**config.mk**
```make
export PLATFORM = sky130hd
export DESIGN_NAME = lsu_controller
export DESIGN_NICKNAME = d
export VERILOG_FILES = /design/src/rtl/lsu_controller_pkg.sv /design/src/rtl/lsu_controller_load_align.sv /design/src/rtl/lsu_controller.sv
export SDC_FILE = /design/constraint.sdc
export NUM_CORES = 1
export LEC_CHECK = 0
export CAP_MARGIN = 20
export CORE_AREA = 4 4 117 119
export CTS_CLUSTER_SIZE = 28
export DETAILED_ROUTE_END_ITERATION = 8
export DIE_AREA = 0 0 121 123
export GPL_TIMING_DRIVEN = 0
export PLACE_DENSITY_LB_ADDON = 0.15
export SYNTH_ARGS = -nofsm -noshare
export SYNTH_HDL_FRONTEND = slang
export SYNTH_SLANG_ARGS = --single-unit
```
**constraint.sdc**
```tcl
create_clock -name clk -period 2.4 [get_ports clk]
set_input_delay 0.36 -clock clk [delete_from_list [all_inputs] [get_ports clk]]
set_output_delay 0.36 -clock clk [all_outputs]
set_load 0.05 [all_outputs]
```
**src/rtl/lsu_controller_pkg.sv**
```systemverilog
// Shared types and lane helpers for the RV32I load/store sequencer.
// Trap cause encodings match the core's trap unit.
package lsu_controller_pkg;

    localparam int XLEN   = 32;
    localparam int STRB_W = XLEN / 8;

    typedef enum logic [2:0] {
        LSU_IDLE   = 3'd0,
        LSU_CHECK  = 3'd1,
        LSU_ISSUE  = 3'd2,
        LSU_WAIT_R = 3'd3,
        LSU_RESP   = 3'd4
    } lsu_state_e;

    typedef enum logic [3:0] {
        TRAP_NONE                      = 4'b0000,
        TRAP_ILLEGAL_INSTRUCTION       = 4'b0101,
        TRAP_MEMORY_ADDRESS_MISALIGNED = 4'b0110
    } trap_cause_e;

    typedef enum logic [2:0] {
        SX_0700  = 3'd0,
        SXU_0700 = 3'd1,
        SX_1500  = 3'd2,
        SXU_1500 = 3'd3,
        SX_3100  = 3'd4
    } sx_ops_e;

    typedef enum logic [1:0] {
        MEM_BYTE = 2'b00,
        MEM_HALF = 2'b01,
        MEM_WORD = 2'b10,
        MEM_NONE = 2'b11
    } mem_access_type_e;

    // MEM_NONE marks a funct3 that is not a legal access for the op kind.
    function automatic mem_access_type_e lsu_access_type(input logic is_store,
                                                         input logic [2:0] f3);
        mem_access_type_e t;
        t = MEM_NONE;
        case (f3)
            3'b000: t = MEM_BYTE;
            3'b001: t = MEM_HALF;
            3'b010: t = MEM_WORD;
            3'b100: t = is_store ? MEM_NONE : MEM_BYTE;
            3'b101: t = is_store ? MEM_NONE : MEM_HALF;
            default: t = MEM_NONE;
        endcase
        return t;
    endfunction

    function automatic logic lsu_misaligned(input logic [1:0] size, input logic [1:0] addr_lo);
        return ((size == 2'b01) && addr_lo[0]) || ((size == 2'b10) && (addr_lo != 2'b00));
    endfunction

    function automatic logic [STRB_W-1:0] lsu_wstrb(input logic [1:0] size,
                                                    input logic [1:0] addr_lo);
        logic [STRB_W-1:0] s;
        case (size)
            2'b00:   s = 4'b0001 << addr_lo;
            2'b01:   s = 4'b0011 << {addr_lo[1], 1'b0};
            default: s = 4'hF;
        endcase
        return s;
    endfunction

    function automatic logic [XLEN-1:0] lsu_wdata(input logic [1:0] size,
                                                  input logic [XLEN-1:0] d);
        logic [XLEN-1:0] w;
        case (size)
            2'b00:   w = {4{d[7:0]}};
            2'b01:   w = {2{d[15:0]}};
            default: w = d;
        endcase
        return w;
    endfunction

    function automatic sx_ops_e lsu_sx_op(input logic [2:0] f3);
        sx_ops_e op;
        case (f3)
            3'b000:  op = SX_0700;
            3'b100:  op = SXU_0700;
            3'b001:  op = SX_1500;
            3'b101:  op = SXU_1500;
            default: op = SX_3100;
        endcase
        return op;
    endfunction

endpackage

```
**src/rtl/lsu_controller_load_align.sv**
```systemverilog
// Load lane extraction: shifts the addressed bytes down to bit 0 and
// sign/zero-extends according to funct3.
module lsu_controller_load_align
    import lsu_controller_pkg::*;
(
    input  logic [XLEN-1:0] rdata,
    input  logic [1:0]      addr_lo,
    input  logic [2:0]      funct3,
    output logic [XLEN-1:0] result
);

    logic [XLEN-1:0] shifted;

    always_comb begin
        shifted = rdata >> {addr_lo, 3'b000};
        result  = shifted;
        case (lsu_sx_op(funct3))
            SX_0700:  result = {{24{shifted[7]}}, shifted[7:0]};
            SXU_0700: result = {24'h0, shifted[7:0]};
            SX_1500:  result = {{16{shifted[15]}}, shifted[15:0]};
            SXU_1500: result = {16'h0, shifted[15:0]};
            default:  result = shifted;
        endcase
    end

endmodule

```
**src/rtl/lsu_controller.sv**
```systemverilog
// Load/store sequencer between the execute stage and the data-memory bus.
// state  | meaning
// IDLE   | ready for a new op
// CHECK  | funct3 legality / alignment check of the captured op
// ISSUE  | bus request held until bus_ready
// WAIT_R | load accepted, waiting for bus_rvalid
// RESP   | one-cycle completion to the core (suppressed when dropped)
module lsu_controller
    import lsu_controller_pkg::*;
(
    input  logic              clk,
    input  logic              rst,
    input  logic              flush,
    input  logic              req_valid,
    output logic              req_ready,
    input  logic              req_is_store,
    input  logic [2:0]        req_funct3,
    input  logic [XLEN-1:0]   req_addr,
    input  logic [XLEN-1:0]   req_wdata,
    output logic              resp_valid,
    output logic [XLEN-1:0]   resp_rdata,
    output logic              resp_trap,
    output logic [3:0]        resp_cause,
    output logic [XLEN-1:0]   resp_tval,
    output logic              bus_valid,
    input  logic              bus_ready,
    output logic              bus_we,
    output logic [XLEN-1:0]   bus_addr,
    output logic [XLEN-1:0]   bus_wdata,
    output logic [STRB_W-1:0] bus_wstrb,
    input  logic              bus_rvalid,
    input  logic [XLEN-1:0]   bus_rdata
);

    lsu_state_e      state_q, state_d;
    logic            is_store_q, is_store_d;
    logic [2:0]      funct3_q, funct3_d;
    logic [XLEN-1:0] addr_q, addr_d;
    logic [XLEN-1:0] wdata_q, wdata_d;
    logic [XLEN-1:0] rdata_q, rdata_d;
    logic            trap_q, trap_d;
    trap_cause_e     cause_q, cause_d;
    logic            drop_q, drop_d;

    logic            accept;
    logic [XLEN-1:0] load_result;

    lsu_controller_load_align u_load_align (
        .rdata   (bus_rdata),
        .addr_lo (addr_q[1:0]),
        .funct3  (funct3_q),
        .result  (load_result)
    );

    assign req_ready = (state_q == LSU_IDLE) && !flush;
    assign accept    = req_valid && req_ready;

    always_comb begin
        state_d    = state_q;
        is_store_d = is_store_q;
        funct3_d   = funct3_q;
        addr_d     = addr_q;
        wdata_d    = wdata_q;
        rdata_d    = rdata_q;
        trap_d     = trap_q;
        cause_d    = cause_q;
        drop_d     = drop_q;

        case (state_q)
            LSU_IDLE: begin
                if (accept) begin
                    is_store_d = req_is_store;
                    funct3_d   = req_funct3;
                    addr_d     = req_addr;
                    wdata_d    = req_wdata;
                    rdata_d    = '0;
                    trap_d     = 1'b0;
                    cause_d    = TRAP_NONE;
                    state_d    = LSU_CHECK;
                end
            end
            LSU_CHECK: begin
                if (flush) begin
                    state_d = LSU_IDLE;
                end else if (lsu_access_type(is_store_q, funct3_q) == MEM_NONE) begin
                    trap_d  = 1'b1;
                    cause_d = TRAP_ILLEGAL_INSTRUCTION;
                    state_d = LSU_RESP;
                end else if (lsu_misaligned(funct3_q[1:0], addr_q[1:0])) begin
                    trap_d  = 1'b1;
                    cause_d = TRAP_MEMORY_ADDRESS_MISALIGNED;
                    state_d = LSU_RESP;
                end else begin
                    state_d = LSU_ISSUE;
                end
            end
            LSU_ISSUE: begin
                // A flush cannot abandon a posted request; finish it silently.
                if (flush) drop_d = 1'b1;
                if (bus_ready) state_d = is_store_q ? LSU_RESP : LSU_WAIT_R;
            end
            LSU_WAIT_R: begin
                if (flush) drop_d = 1'b1;
                if (bus_rvalid) begin
                    rdata_d = load_result;
                    state_d = LSU_RESP;
                end
            end
            LSU_RESP: state_d = LSU_IDLE;
            default:  state_d = LSU_IDLE;
        endcase

        if (state_d == LSU_IDLE) drop_d = 1'b0;
    end

    always_ff @(posedge clk) begin
        if (rst) begin
            state_q    <= LSU_IDLE;
            is_store_q <= 1'b0;
            funct3_q   <= '0;
            addr_q     <= '0;
            wdata_q    <= '0;
            rdata_q    <= '0;
            trap_q     <= 1'b0;
            cause_q    <= TRAP_NONE;
            drop_q     <= 1'b0;
        end else begin
            state_q    <= state_d;
            is_store_q <= is_store_d;
            funct3_q   <= funct3_d;
            addr_q     <= addr_d;
            wdata_q    <= wdata_d;
            rdata_q    <= rdata_d;
            trap_q     <= trap_d;
            cause_q    <= cause_d;
            drop_q     <= drop_d;
        end
    end

    always_comb begin
        resp_valid = (state_q == LSU_RESP) && !drop_q && !flush;
        resp_rdata = '0;
        resp_trap  = 1'b0;
        resp_cause = TRAP_NONE;
        resp_tval  = '0;
        if (resp_valid) begin
            resp_trap  = trap_q;
            resp_cause = cause_q;
            resp_rdata = trap_q ? '0 : rdata_q;
            resp_tval  = (cause_q == TRAP_MEMORY_ADDRESS_MISALIGNED) ? addr_q : '0;
        end

        bus_valid = (state_q == LSU_ISSUE);
        bus_we    = 1'b0;
        bus_addr  = '0;
        bus_wdata = '0;
        bus_wstrb = '0;
        if (bus_valid) begin
            bus_we   = is_store_q;
            bus_addr = {addr_q[XLEN-1:2], 2'b00};
            if (is_store_q) begin
                bus_wdata = lsu_wdata(funct3_q[1:0], wdata_q);
                bus_wstrb = lsu_wstrb(funct3_q[1:0], addr_q[1:0]);
            end
        end
    end

endmodule
```
==> Word-level counts from Yosys, hierarchy flattened <==
Cells that the tools add are included.
{ "classes": {"eq_ne": 19, "shift": 3, "muxes": 42, "n_reduce_logical": 23} }
{ "op_table": {"columns": ["operator", "count"], "rows": [
  ["2-to-1 mux 32 bit", 9],
  ["one-hot mux 32 bit (2 select lines)", 2],
  ["one-hot mux 32 bit (4 select lines)", 1],
  ["right shift 32 x 5 -> 32 bit", 1],
  ["2-to-1 mux 4 bit", 7],
  ["one-hot mux 3 bit (4 select lines)", 2],
  ["2-to-1 mux 3 bit", 7],
  ["one-hot mux 4 bit (2 select lines)", 2],
  ["equality test 3 x 2 -> 1 bit, second input constant", 5],
  ["zero test 3 bit", 4],
  ["one-hot mux 2 bit (5 select lines)", 1],
  ["equality test 3 x 1 -> 1 bit, second input constant", 3],
  ["equality test 3 bit, second input constant", 3],
  ["2-to-1 mux 2 bit", 4],
  ["logical AND 1 bit", 6],
  ["2-to-1 mux 1 bit", 6],
  ["inequality test 2 bit, second input constant", 3],
  ["nonzero test 2 bit", 3],
  ["equality test 2 bit, second input constant", 2],
  ["equality test 4 x 3 -> 1 bit, second input constant", 1],
  ["AND reduction 2 bit", 2],
  ["AND reduction 4 bit", 1],
  ["OR reduction 2 bit", 2],
  ["<< shifter 1 x 2 -> 4 bit, first input constant", 1],
  ["8 further kinds", 9]
]} }
{ "totals": {"reg_bits": 109, "input_bits": 106, "out_inout_bits": 141, "wordCells": 96} }

==> Longest topological paths before layout <==
Gate-level depths: netlist of the first run.
{ "depth": {"depth_word": 10, "depth_mapped": 7, "ltp_nobuf": 5} }

==> Hierarchy <==
Synthesis of the first run repeated with hierarchy kept, for this count alone.
{ "hier_totals": {"hier_cells": 816, "hier_area_um2": 5921.9} }
{ "modules_own_cells": {"columns": ["mod", "n_inst", "cells_per_inst", "area_each_um2", "seq_area_each_um2"], "rows": [
  ["lsu_controller", 1, 711, 5183.7, 2142.1],
  ["lsu_controller_load_align", 1, 105, 738.2, 0.0]
]} }

==> Least setup slack after synthesis of the first run <==
No wires, ideal clock.
{ "synth_path": {"kind": "reg-to-output", "start": "reg state_q[1]", "end": "out resp_tval[10]", "arrival_time_ps": 2143, "required_time_ps": 2040, "slack_ps": -103, "path_stages_with_launch": 7, "path_buffers": 2, "path_cell_list": "dfxtp_1 > nor2_1 > and3_1 > clkbuf_1 > and4b_1 > clkbuf_1 > and2_1"} }
{ "synth_between": {"elab_chain_len": 4} }
{ "synth_lines": {"columns": ["element", "line", "text"], "rows": [
  ["start: declaration", "lsu_controller.sv:35", "lsu_state_e state_q, state_d;"],
  ["start signal: assignment", "lsu_controller.sv:128", "state_q <= state_d;"],
  ["equality test 3 bit", "lsu_controller.sv:141", "resp_valid = (state_q == LSU_RESP) && !drop_q && !flush;"],
  ["logical AND 1 bit (2 in a row)", "lsu_controller.sv:141", null],
  ["via resp_valid", "lsu_controller.sv:20", "output logic resp_valid,"],
  ["2-to-1 mux 32 bit", "lsu_controller.sv:146", "if (resp_valid) begin"],
  ["end: declaration", "lsu_controller.sv:24", "output logic [XLEN-1:0] resp_tval,"]
]} }
The timed path passes the listed nets, and every way through them passes these cells.

==> Final worst setup path of the first run <==
{ "layout_path": {"start": "reg funct3_q[0]", "end": "out bus_wdata[27]"} }
{ "layout_between": {"elab_chain_len": 4, "word_cells_on_any_way": 5} }
{ "layout_lines": {"columns": ["element", "line", "text"], "rows": [
  ["start: declaration", "lsu_controller.sv:37", "logic [2:0] funct3_q, funct3_d;"],
  ["start signal: assignment", "lsu_controller.sv:130", "funct3_q <= funct3_d;"],
  ["equality test 2 x 1 -> 1 bit / zero test 2 bit (equally long branches)", "lsu_controller_pkg.sv:71", "case (size)"],
  ["one-hot mux 32 bit (2 select lines) (*)", "lsu_controller_pkg.sv:71", null],
  ["2-to-1 mux 32 bit (*)", "lsu_controller.sv:161", "if (is_store_q) begin"],
  ["2-to-1 mux 32 bit (*)", "lsu_controller.sv:158", "if (bus_valid) begin"],
  ["end: declaration", "lsu_controller.sv:29", "output logic [XLEN-1:0] bus_wdata,"]
]} }
Mark *: on every way between the ends. The rest lies on a longest branch, timed or not.

==> flow_summary_export.csv, run 1 <==
group,metric,value,unit
sta,unrepaired_setup_endpoints_after_global_routing,"true",
clock_network,cts-buffers-inserted,9,
setup_path,kind_of_capture_point_of_the_worst_setup_path,"primary output",
sta,setup-violations-final,0,
synthesis,synth-seq-cells,107,
power,vdd.ir_drop.worst,0.265,mV
hold_path,timing.hold.worst.class,"flop to flop",
clock_network,clock_insertion_delay_worst_skew,0.35,ns
finish,antenna_cells,0,
synthesis,ys.warnings.count,0,
setup_path,critical-path-top-delay-family,"buffers and inverters",
setup_path,critical-path-slowest-cell,"buf_2",
sta,timing.final.crit_share,96.6,%
synthesis,yosysSeqAreaShare,38.1,%
finish,share_of_cells_above_drive_strength_1,24.9,%
finish,area_delta_synth_final,51.1,%
floorplanning,initial_core_util,44.8,%
floorplanning,die_width,121,µm
power,pwr-share-clk,37.7,%
synthesis,syn_inst,727,
finish,finish.utilization,67.7,%
setup_path,path_buf_inv,3,
sta,maximum_clock_frequency,0.431,GHz
job,cap_viol_max_count,0,
setup_path,cp_num_cells,7,
setup_path,critPathLaunchType,"flop",
global_routing,groute.usage.overall,25.0,%
finish,finalNetCount,1085,
power,comb_power_share,15.5,%
synthesis,syn-cell-area,5630,µm²
floorplanning,io-pin-count,247,
detailed_routing,detail-route-antenna-nets,0,
global_routing,first_global_vias,5717,
placement,detailed_place_hpwl,14.6,mm
global_routing,grt_pass1_wl,29.5,mm
clock_network,cts.hold.buffers_added,0,
detailed_routing,post-route-drc-count,0,
floorplanning,placementRows,41,
sta,skew,0.00374,ns
setup_path,cp_cell_sequence,"buf_2 > buf_2 > mux2i_1 > nor2_1 > a21oi_1 > nor2_2 > buf_6",
clock_network,cts-root-buf,"clkbuf_16",
setup_path,criticalPathCategory,"flop to primary output",
clock_network,clock_path_buffers,2,
clock_network,num_clock_sinks,107,
status,outcome,"finished clean",
placement,detailed_place.area,8280,µm²
setup_path,cp_data_arrival_time,1.96,ns
power,netSwitchingFraction,25.4,%
setup_path,crit_required,2.04,ns
placement,place.gp.congestion,0.860,
detailed_routing,wire_per_inst,16.6,µm
detailed_routing,post_drt_via_cell_ratio,5.10,
finish,layout.filler_cells,1143,
finish,final_area,8500,µm²
global_routing,antenna_violations_before_repair,0,
sta,total_negative_slack_for_setup_checks,0,ns
global_routing,grt.overflow.total,0,
floorplanning,core_region_area,12600,µm²
power,internal_power_summed_over_all_cells,0.00299,W
clock_network,tritoncts,"yes",
setup_path,timing.reg2reg.worst_path_depth,6,
power,p_sw,0.00102,W
sta,final-max-slew-violation-count,0,
floorplanning,fp.dieH,123,µm
sta,final_hold_viol_count,0,
clock_network,cts_max_level,3,
power,power_density,472,nW/µm²
power,power.sequential.fraction,46.8,%
clock_network,cts.reportedPaths.clkPinSlew,0.07,ns
synthesis,synthDistinctLibCells,43,
setup_path,critical_path.max_fanout,10,
detailed_routing,detail_route.iter0.violations,406,
detailed_routing,finalWirelength,19.2,mm
detailed_routing,dr_total_vias,5886,
setup_path,worst_path_largest_cell_delay,0.33,ns
sta,worst_pin_slew,0.604,ns
sta,maxSlewHeadroom,59.5,%
synthesis,syn_area_per_cell,7.74,µm²
power,leakage,3.44,nW
sta,final_period_minus_worst_setup_slack,2.32,ns
hold_path,cell_depth_of_the_worst_hold_path,2,
detailed_routing,first_pass_iters,5,
placement,port_buffers,242,
floorplanning,die-area,14900,µm²
global_routing,grt_max_degree,20,
setup_path,critical-path-top-cell-by-count,"buf_2",
## placed cells by master (no fill, tap or decap), drive strengths merged, types with 17 or more instances in the layout
master         count
a21oi            111
a221o             17
and2              98
buf              123
clkbuf            53
clkdlybuf4s15     31
clkdlybuf4s50    105
dfxtp            107
mux2              17
mux2i             23
nand2            167
nor2              36
## power by group through the flow
stage          Combinational, W  Clock [W]  Sequential (W)
6_report               0.000622    0.00151         0.00188
5_1_grt                0.000681    0.00158         0.00189
3_3_place_gp           0.000603          0         0.00192
2_1_floorplan          0.000329          0         0.00190
3_5_place_dp           0.000611          0         0.00192
4_1_cts                0.000614    0.00152         0.00188
## synthesized netlist by cell type
cell type	n	area, µm²
a32oi_1	1	8.76
a221oi_1	1	8.76
a221o_1	17	170
nand4b_4	1	23.8
nor3_1	2	10.0
or4_1	1	7.51
o21ai_0	11	55.1
buf_2	16	80.1
mux2i_1	23	230
clkbuf_1	33	124
o211ai_1	8	60.1
xor2_1	1	8.76
nor2b_1	5	31.3
clkbuf_2	2	10.0
a21oi_4	1	16.3
inv_1	5	18.8
a22oi_2	1	12.5
buf_4	7	52.6
nor3_4	1	16.3
and3_1	10	62.6
or4_4	1	11.3
a2111oi_0	1	8.76
mux2_2	17	191
nand3_1	11	55.1
nor3b_1	2	15.0
dfxtp_1	107	2140
buf_1	5	18.8
a22o_1	7	61.3
and2_1	98	613
nor4_4	2	42.5
nand4_1	2	12.5
nor2_1	36	135
and4b_1	1	10.0
nand2b_1	1	6.26
nor3_2	1	10.0
or2_2	2	12.5
nand2_1	167	627
buf_6	5	56.3
a21o_1	1	7.51
nor4_1	1	6.26
a21oi_1	110	551
mux4_2	1	22.5
conb_1	1	3.75
## state kept, by name, summed over array words and instances (netlist names)
register and count:
addr_q 32, cause_q 3, drop_q 1, funct3_q 3, is_store_q 1, rdata_q 32
state_q 3, wdata_q 32
## routing by layer
layer | global-route usage (%) | part of all wire [%] | vias up
met4 | 8.85 | 2.1 | 0
met1 | 31.3 | 42 | 2712
met3 | 5.40 | 7.7 | 25
met2 | 42.8 | 49 | 216
li1 | - | - | 2933
met5 | 0 | 0 | -
## final cells by class
| type | instances | area, µm² | area share (%) |
|---|---|---|---|
| buffer | 64 | 390 | 4.59 |
| clock buffer | 13 | 260 | 3.06 |
| clock inverter | 2 | 35.0 | 0.412 |
| inverter | 5 | 18.8 | 0.221 |
| multi-input combinational | 549 | 3220 | 37.9 |
| sequential | 107 | 2150 | 25.2 |
| tap | 172 | 215 | 2.53 |
| timing repair buffer | 243 | 2220 | 26.1 |
## tightest hold or removal path, delay by kind of cell, from the launching register on
family / cells / cell delay (ns)
AO/OA/AOI/OAI: 1 / 0.05
AND/OR/NAND/NOR: 1 / 0.05
flip-flops: 1 / 0.31
## metrics by stage
step | total power, W | setup WS, ns | hold slack (ns) | instances
finish | 0.00401 | 0.0805 | 0.458 | 1155
detailed placement | 0.00253 | -1.07 | 0.444 | 1143
global placement | 0.00252 | -1.03 | 0.444 | 1143
global route | 0.00415 | -0.0316 | 0.484 | 1155
CTS | 0.00401 | 0.00443 | 0.457 | 1155
floorplan | 0.00223 | 0.0294 | 0.418 | 729
## cell families after synthesis
group,Yosys count,share of synthesized area (%)
buffers and inverters,73,6.40
and+or+nand+nor,345,30.4
DFF,107,38.1
xor gates and xnor gates,1,0.156
other,1,0.0666
AOI/OAI and AO/OA,159,17.1
muxes,41,7.89
## timing repair
action                     4_1_cts  5_1_grt
cloned                           0        1
hold endpoints to repair         0        0
pin swaps                        0        2
setup endpoints to repair      138      109
buffers inserted                 0        0
gates resized for setup        671       83
## worst paths after layout
| kind | to | start | slack, ns |
|---|---|---|---|
| min | wdata_q[19]$_SDFFE_PP0P_ | wdata_q[19]$_SDFFE_PP0P_ | 0.46 |
| min reg2reg | wdata_q[19]$_SDFFE_PP0P_ | wdata_q[19]$_SDFFE_PP0P_ | 0.46 |
| max | bus_wdata[27] | funct3_q[0]$_SDFFE_PP0P_ | 0.08 |
| max reg2reg | rdata_q[23]$_SDFFE_PP0P_ | addr_q[1]$_SDFFE_PP0P_ | 0.40 |
Note: power is estimated with default switching activity, not from simulation.
==> inputs of run 2 (changes only) <==
- CORE_AREA: 4 4 117 119 -> 5 5 121 123
- DIE_AREA: 0 0 121 123 -> 0 0 126 128
- SYNTH_HIERARCHICAL: unset -> 1
==> flow_summary_export.csv, run 2 <==
group,metric,value,unit
floorplanning,initial_core_util,43.7,%
setup_path,critPathLaunchType,"input pin",
global_routing,grt_max_degree,17,
synthesis,syn_inst,816,
synthesis,syn-cell-area,5920,µm²
detailed_routing,dr_total_vias,6603,
power,netSwitchingFraction,25.5,%
power,vdd.ir_drop.worst,0.415,mV
power,comb_power_share,17.0,%
synthesis,synth_most_common_cell,"nand2_1",
synthesis,synthDistinctLibCells,48,
sta,setup-violations-final,0,
setup_path,path_buf_inv,3,
power,power_density,474,nW/µm²
setup_path,kind_of_capture_point_of_the_worst_setup_path,"primary output",
setup_path,cp_data_arrival_time,1.99,ns
setup_path,worst_path_largest_cell_delay,0.40,ns
sta,whs,0.459,ns
power,pwr-share-clk,38.3,%
synthesis,yosys.area.top_type,"dfxtp_1",
sta,layout_setup_ws,0.0509,ns
placement,place.gp.congestion,0.944,
sta,final-max-slew-violation-count,0,
placement,place_ws,-1.05,ns
finish,area_delta_synth_final,50.5,%
floorplanning,die-area,16100,µm²
setup_path,critical_path.max_fanout,10,
floorplanning,placementRows,43,
setup_path,timing.reg2reg.worst_path_depth,6,
power,p_sw,0.00108,W
detailed_routing,first_pass_iters,5,
setup_path,critical-path-slowest-cell,"clkdlybuf4s15_2",
synthesis,syn_area_per_cell,7.26,µm²
finish,share_of_cells_above_drive_strength_1,19.8,%
power,total_power,0.00422,W
setup_path,reg2reg_setup_slack,0.29,ns
sta,final_hold_viol_count,0,
setup_path,timing.rr.end,"rdata_q[17]$_SDFFE_PP0P_",
finish,register_area,2150,µm²
sta,maximum_clock_frequency,0.426,GHz
synthesis,yosysSeqAreaShare,36.2,%
power,leakage,3.51,nW
floorplanning,io-pin-count,247,
detailed_routing,wire_per_inst,16.8,µm
finish,layout_common_cells,"nand2_1, a21oi_1, dfxtp_1, clkdlybuf4s50_1, and2_1",
sta,skew,0.00773,ns
hold_path,startpoint_of_the_tightest_hold_check_path,"wdata_q[25]$_SDFFE_PP0P_",
sta,final_period_minus_worst_setup_slack,2.35,ns
global_routing,groute.usage.overall,25.3,%
global_routing,first_global_vias,6360,
power,internal_power_summed_over_all_cells,0.00315,W
clock_network,cts-buffers-inserted,9,
synthesis,synth.area.top_cells,"dfxtp_1, nand2_1, a21oi_1, and2_1, mux2i_1",
sta,timing.final.crit_share,97.9,%
setup_path,cp_cell_sequence,"dlygate4sd2_1 > nor2_1 > and3_1 > buf_4 > and4_4 > and2_1 > clkdlybuf4s15_2",
finish,antenna_cells,0,
detailed_routing,finalWirelength,21.2,mm
synthesis,synthTopCellsByCount,"nand2_1, a21oi_1, dfxtp_1",
hold_path,timing.hold.worst.class,"flop to flop",
global_routing,grt.overflow.total,0,
finish,finish.utilization,65.7,%
clock_network,cts.hold.buffers_added,0,
synthesis,dominantRegCellSynth,"dfxtp_1",
hold_path,cell_depth_of_the_worst_hold_path,2,
finish,finalNetCount,1178,
synthesis,ys.warnings.count,6,
sta,worst_pin_slew,0.887,ns
floorplanning,die_width,126,µm
sta,maxSlewHeadroom,40.7,%
clock_network,tritoncts,"yes",
detailed_routing,detail_route.iter0.violations,523,
synthesis,async_flop_share,0,%
placement,detailed_place_hpwl,16.2,mm
hold_path,worstHoldEndpoint,"wdata_q[25]$_SDFFE_PP0P_",
synthesis,synth_top_area_share,36.2,%
clock_network,cts_max_level,3,
clock_network,clock_path_buffers,2,
placement,port_buffers,242,
detailed_routing,post-route-drc-count,0,
finish,multi_input_area,3400,µm²
setup_path,critical-path-top-delay-family,"buffers and inverters",
finish,layout_top_registers,"addr_q: 32 flops, rdata_q: 32 flops, wdata_q: 32 flops",
power,power.sequential.fraction,44.7,%
synthesis,synth-seq-cells,107,
setup_path,crit_required,2.04,ns
global_routing,grt_pass1_wl,33.1,mm
synthesis,synth_edf_count,0,
sta,unrepaired_setup_endpoints_after_global_routing,"true",
detailed_routing,post_drt_via_cell_ratio,5.25,
detailed_routing,detail-route-antenna-nets,0,
setup_path,criticalPathCategory,"input pin to primary output",
clock_network,cts.reportedPaths.clkPinSlew,0.07,ns
global_routing,antenna_violations_before_repair,0,
setup_path,rr_startpoint,"addr_q[0]$_SDFFE_PP0P_",
clock_network,cts-root-buf,"clkbuf_16",
finish,layout.filler_cells,1261,
clock_network,num_clock_sinks,107,
clock_network,clock_insertion_delay_worst_skew,0.35,ns
status,outcome,"finished clean",
floorplanning,core_region_area,13600,µm²
finish,mostFrequentLayoutCell,"nand2_1",
job,cap_viol_max_count,0,
floorplanning,fp.dieH,128,µm
run 2: worst register-to-register path, delay by kind of cell (launching register included):
kind | cells | cell delay (ns)
AO/OA/AOI/OAI | 2 | 0.17
flip-flops | 1 | 0.51
buffers and inverters | 2 | 0.87
AND/OR/NAND/NOR | 1 | 0.09
multiplexers | 1 | 0.32
run 2: through the flow:
stage	instances	TNS (ns)	instance area [µm²]
3_5_place_dp	1240	-75.32	8580
6_report	1257	0	8910
4_1_cts	1256	0	8870
5_1_grt	1257	-0.122	8910
2_1_floorplan	818	0	5930
3_3_place_gp	1240	-73.71	8580
run 2: layout make-up:
cell class / count / area share (%)
Multi-Input combinational cell: 623 / 38.2
Timing Repair Buffer: 243 / 26.0
Sequential cell: 107 / 24.1
Buffer: 81 / 5.20
Clock buffer: 12 / 2.88
Tap cell: 180 / 2.53
Clock inverter: 4 / 0.814
Inverter: 7 / 0.295
run 2: logic make-up (layout without fill, tap and decap cells):
| group | after synthesis | in the layout | share of synthesized area (%) |
|---|---|---|---|
| multiplexers | 33 | 33 | 5.79 |
| AO/OA/AOI/OAI | 191 | 191 | 18.3 |
| AND/OR/NAND/NOR | 396 | 396 | 32.2 |
| flip-flops | 107 | 107 | 36.2 |
| buffers and inverters | 88 | 347 | 7.42 |
| other | 1 | 3 | 0.0633 |
run 2: routing by layer:
layer  share of wire (%)  global-route usage, %  vias to the layer above
li1                    -                      -                     3263
met4                 2.5                   9.02                        0
met3                 8.9                   7.00                       40
met5                   0                      0                        -
met1                  41                   31.1                     3019
met2                  48                   42.6                      281
run 2: worst max-delay path by stage:
| stage | from | endpoint | slack [ns] | depth (start not counted) |
|---|---|---|---|---|
| after CTS | state_q[0]$_SDFF_PP0_ | bus_wdata[27] | 0.002 | 7 |
| final | flush | resp_tval[0] | 0.05 | 7 |
| after global routing | state_q[0]$_SDFF_PP0_ | bus_addr[25] | -0.02 | 6 |
| after detailed placement | flush | resp_tval[1] | -1.05 | 8 |
| after global placement | flush | resp_tval[1] | -1.04 | 8 |
| after floorplan | state_q[0]$_SDFF_PP0_ | bus_wdata[13] | 0.09 | 6 |
run 2: what timing repair did:
| item | in CTS | in global routing |
|---|---|---|
| gates cloned | 0 | 0 |
| buffers inserted | 0 | 1 |
| gates resized for setup | 614 | 64 |
| setup endpoints to repair | 138 | 90 |
| endpoints found under the hold margin | 0 | 0 |
| pin swaps | 2 | 0 |
run 2: power by group through the flow:
stage	registers, W	clock network, W	logic (W)
global placement	0.00193	0	0.000694
global route	0.00190	0.00172	0.000781
detailed placement	0.00193	0	0.000701
floorplan	0.00191	0	0.000404
finish	0.00189	0.00162	0.000717
CTS	0.00189	0.00164	0.000708
==> inputs of run 3 (changes only) <==
- GPL_ROUTABILITY_DRIVEN: unset -> 0
==> results of run 3 <==
No change in the layout: final DEF, timing and power equal those of run 2.
